==> src/rtl/shreg_pkg.sv <==
// Shared mode encodings for the universal shift register.
package shreg_pkg;

   localparam int MODE_W = 3;

   typedef enum logic [MODE_W-1:0] {
      MODE_HOLD = 3'b000,
      MODE_LOAD = 3'b001,
      MODE_SHL  = 3'b010,
      MODE_SHR  = 3'b011,
      MODE_ROL  = 3'b100,
      MODE_ROR  = 3'b101,
      MODE_CLR  = 3'b110,
      MODE_RSV  = 3'b111
   } mode_e;

endpackage

==> src/rtl/univ_shift_reg.sv <==
// Universal shift register: hold/load/shift/rotate/clear with registered zero flag.
// One clock from sampled inputs to Q/ZERO; no backpressure, CE low simply holds state.
module univ_shift_reg
   import shreg_pkg::*;
#(
   parameter int               WIDTH   = 8,
   parameter logic [WIDTH-1:0] RST_VAL = '0
) (
   input  logic              CLK,
   input  logic              RESET,
   input  logic              SRST_N,
   input  logic              CE,
   input  logic [MODE_W-1:0] MODE,
   input  logic [WIDTH-1:0]  D,
   input  logic              SIN_L,
   input  logic              SIN_R,
   output logic [WIDTH-1:0]  Q,
   output logic              SO_MSB,
   output logic              SO_LSB,
   output logic              ZERO
);

   logic [WIDTH-1:0] q_r;
   logic [WIDTH-1:0] q_nxt;
   logic             zero_r;

   function automatic logic [WIDTH-1:0] mode_next(
      input logic [WIDTH-1:0]  q,
      input logic [WIDTH-1:0]  d,
      input logic              sin_l,
      input logic              sin_r,
      input logic [MODE_W-1:0] mode
   );
      logic [WIDTH-1:0] r;
      r = q;
      case (mode_e'(mode))
         MODE_LOAD: r = d;
         MODE_SHL:  r = {q[WIDTH-2:0], sin_l};
         MODE_SHR:  r = {sin_r, q[WIDTH-1:1]};
         MODE_ROL:  r = {q[WIDTH-2:0], q[WIDTH-1]};
         MODE_ROR:  r = {q[0], q[WIDTH-1:1]};
         MODE_CLR:  r = RST_VAL;
         default:   r = q;
      endcase
      return r;
   endfunction

   always_comb begin
      q_nxt = q_r;
      if (!SRST_N)
         q_nxt = RST_VAL;
      else if (CE)
         q_nxt = mode_next(q_r, D, SIN_L, SIN_R, MODE);
   end

   // Zero flag is taken from the next-state value so it never lags Q.
   always_ff @(posedge CLK or negedge RESET) begin
      if (!RESET) begin
         q_r    <= RST_VAL;
         zero_r <= (RST_VAL == '0);
      end else begin
         q_r    <= q_nxt;
         zero_r <= (q_nxt == '0);
      end
   end

   assign Q      = q_r;
   assign ZERO   = zero_r;
   assign SO_MSB = q_r[WIDTH-1];
   assign SO_LSB = q_r[0];

endmodule

==> config.mk <==
export PLATFORM = sky130hd
export DESIGN_NAME = univ_shift_reg
export DESIGN_NICKNAME = d
export VERILOG_FILES = /design/src/rtl/shreg_pkg.sv /design/src/rtl/univ_shift_reg.sv
export SDC_FILE = /design/constraint.sdc
export NUM_CORES = 1
export LEC_CHECK = 0
export CORE_ASPECT_RATIO = 1.1
export CORE_UTILIZATION = 43
export CTS_CLUSTER_DIAMETER = 100
export DETAILED_ROUTE_END_ITERATION = 8
export PLACE_DENSITY = 0.88
export SLEW_MARGIN = 20
export SYNTH_ARGS = -nofsm -noshare
export SYNTH_HDL_FRONTEND = slang
export SYNTH_SLANG_ARGS = --single-unit
==> constraint.sdc <==
create_clock -name CLK -period 2.14 [get_ports CLK]
set_input_delay 0.428 -clock CLK [delete_from_list [all_inputs] [get_ports CLK]]
set_output_delay 0.428 -clock CLK [all_outputs]
set_load 0.01 [all_outputs]
==> impl_results.md <==
- CP arrival: about 2200 ps
- Adder-cell share of the synthesized area: 4.03%
- Die height: 46.5 um
- Worst setup EP type: flip-flop
- Outcome: finished clean
- Num ports: 28
- Register area: 226 um2
- Placed Area: 1160 um2
- Post-DP HPWL: roughly 2000 um
- Insertion delay of the later-clocked pin in the worst-skew pair: 260 ps
- Port-buffer cells: 27
- GR Overflow Total: 0
- Combinational power share: 41.2%
- Hold buffer count at cts: 0
- Maxcap violations: 0
- Pin count of the biggest net entering global routing: 20
- Mapped Area: 776 um2
- Root buffer cell: clkbuf_4
- Met3 Use GR: 3.14%
- Initial Utilization: 47.5%
- Mapped Cells: 90
- Actual slew at the worst max-slew pin: 407 ps
- Yosys top cell area share: 25.8%
- Detail Route Antenna Nets: 0
- Syn nets: ~110
- Pwr per Cell Area: roughly 470 nW/um2
- Synth warnings: 0
- Hold Fails Final Rpt: 0
- Critical path's slowest cell: clkdlybuf4s50_1
- HP Class: input pin to asynchronous set/reset pin
- Clock tree sinks: 9
- Area of the core: 1630 um2
- Share of cells above drive strength 1: between 20% and 30%
- Multiplexer share of the synthesized area: 7.74%
- Multi-input gate area: 508 um2
- Number of global-route vias before repair: 864
- Nets: 153
- Max clock buf depth: 2
- Initial antenna violation count: 0
- Post-route DRC: 0
- Worst path top cell family by delay: buffers and inverters
- Global placer's final weighted congestion: 0.922
- Gr usage total: 27.8%
- Static leakage: 0.539 nW
- Synth Area in Simple Gates: 18.4%
- DR vias: 901
- M1 GR Usage: 33.0%
- Synth area leader: dfrtp_1
- WS Path Type: input pin to flip-flop
- Critical Path Start Type: input pin
- CTS clock-pin slew for the worst setup and hold paths: around 70 ps
- Post-Place Setup Slack: -313 ps
- Post-route cell area: 1240 um2
- CP required: 2310 ps
- H-tree depth: 1
- Vias per inst: 5.93
- Total Routed Length: 2680 um
- Fin crit share: 96.4%
- Internal power: 0.392 mW
- P&R area growth vs syn: 60.2%
- CTS tree: built
- DR iter-0 viols: 17
- Die Footprint: approximately 2000 um2
- Seq cells post-synth: 9
- Synthesized area per cell: between 8 and 9 um2
- Diode count: 0
- Compound-Gate Fraction of Synth Area: 30.3%
- Min Tclk post-route: 2060 ps
- TritonCTS buffer count: 3
- Switch share: 32.6%
- Fillers: 106
- NetSw: between 0.15 and 0.2 mW
- Post-synth cell types: 31
- Largest family of logic cells by synthesized area: compound AO/OA/AOI/OAI gates
- Critical path buffers and inverters: 2
- Top post-synthesis cells by area: dfrtp_1, mux2i_1, a221oi_1, o21ai_0, nor2_1
- Final slew viol count: 0
- Sequential Power Share: ~36%
- Post-route worst setup slack: 78.1 ps
- M2 GR Usage: ~49%
- GRT busiest layer: met2
- Num rows: 15
- Flop2flop setup slack: 440 ps
- Global-route wire length before repair: about 4000 um
- Max Fclk: roughly 0.48 GHz
- Synth Area in XOR/XNOR: 1.13%
- Max IR drop VDD: 433 uV
- Die width: roughly 42 um
- Cell Chain, Critical Path: clkdlybuf4s50_1, inv_1, maj3_1, a211oi_2, o21bai_1, nor4_2
- Clock Power Share: 23.4%
- Slew Limit Headroom: 72.8%
- CP peak stage delay: ~530 ps
- Register area share after synthesis: 29.2%
- Pre-antenna DRT Iters: 4
- Setup-failing EPs final: 0
- CP max FO: 5
- WL/cell: between 15 and 20 um
- RSZ-0062 raised after global routing: false
- Setup Skew: between 3 and 4 ps
logic make-up after synthesis:
| family | Yosys count |
|---|---|
| multiplexers | 6 |
| AO/OA/AOI/OAI | 31 |
| XOR/XNOR | 1 |
| AND/OR/NAND/NOR | 27 |
| flip-flops | 9 |
| buffers and inverters | 13 |
| adder cells (fa/ha/maj) | 3 |
flip-flops by register name (all words and copies together), names as in the netlist:
name,flops
ZERO,1
Q,8
synth_stat cells, drive strengths merged:
| cell type | count |
|---|---|
| o211a | 1 |
| nand2b | 3 |
| dfstp | 1 |
| a21oi | 3 |
| nand2 | 5 |
| o22ai | 3 |
| nor4b | 1 |
| xnor2 | 1 |
| nor4 | 1 |
| buf | 7 |
| a211oi | 3 |
| nor2 | 9 |
| mux2i | 6 |
| o311ai | 1 |
| nand3 | 3 |
| inv | 5 |
| dfrtp | 8 |
| or2 | 1 |
| nor3b | 1 |
| o221a | 2 |
| o21ai | 8 |
| o21bai | 2 |
| nor2b | 3 |
| maj3 | 3 |
| o211ai | 3 |
| clkbuf | 1 |
| a221oi | 5 |
area by class of cell:
class,instances,share of cell area [%]
tap,17,1.71
timing repair buffer,49,35.5
sequential,9,18.2
clock buffer,4,2.11
multi-input combinational,68,40.9
inverter,5,1.51
repair_timing:
item                       in CTS  in global routing
setup buffers                   0                  2
setup endpoints to repair       1                  1
pin swaps                       0                  2
gates resized for setup         3                  7
worst paths after layout:
kind                             end     from  depth (start not counted)
worst min register to register  Q[7]     Q[7]                          2
worst min-delay path            Q[4]    RESET                          1
min in group CLK                Q[7]     Q[7]                          2
max in group asynchronous       ZERO    RESET                          1
worst max-delay path            ZERO  MODE[1]                          6
worst max register to register  ZERO     Q[6]                          5
placed cells by master (no fill, tap or decap), types with 3 or more instances in the layout:
cell,instances
nand2b_1,3
mux2i_1,6
nand2_1,5
dfrtp_1,8
a221oi_2,3
o211ai_1,3
clkdlybuf4s50_1,26
buf_4,20
inv_1,5
nand3_1,3
o22ai_1,3
o21ai_1,3
clkbuf_4,4
nor2_1,9
nor2b_1,3
a21oi_1,3
o21ai_0,5
power groups by stage:
stage	Sequential, mW	Combinational [mW]	Clock, mW
after CTS	0.205	0.230	0.137
after floorplan	0.209	0.100	0
after global placement	0.208	0.214	0
after detailed placement	0.208	0.223	0
after global routing	0.208	0.255	0.147
final	0.206	0.239	0.136
metal layers:
metal,up-vias,wire [um]
li1,425,-
met5,-,0
met3,8,149
met2,45,1430
met4,0,76
met1,423,1030
per-stage QoR:
step	hold WS (ps)	setup TNS [ps]	util (%)	total power, mW	cells
finish	459	0	76.1	0.582	152
global route	492	0	76.1	0.610	152
CTS	464	0	74.0	0.572	150
detailed placement	665	-570	71.3	0.431	146
global placement	640	-183	71.3	0.422	146
floorplan	132	0	-	0.310	90
Power figures use the tool's default switching activity.
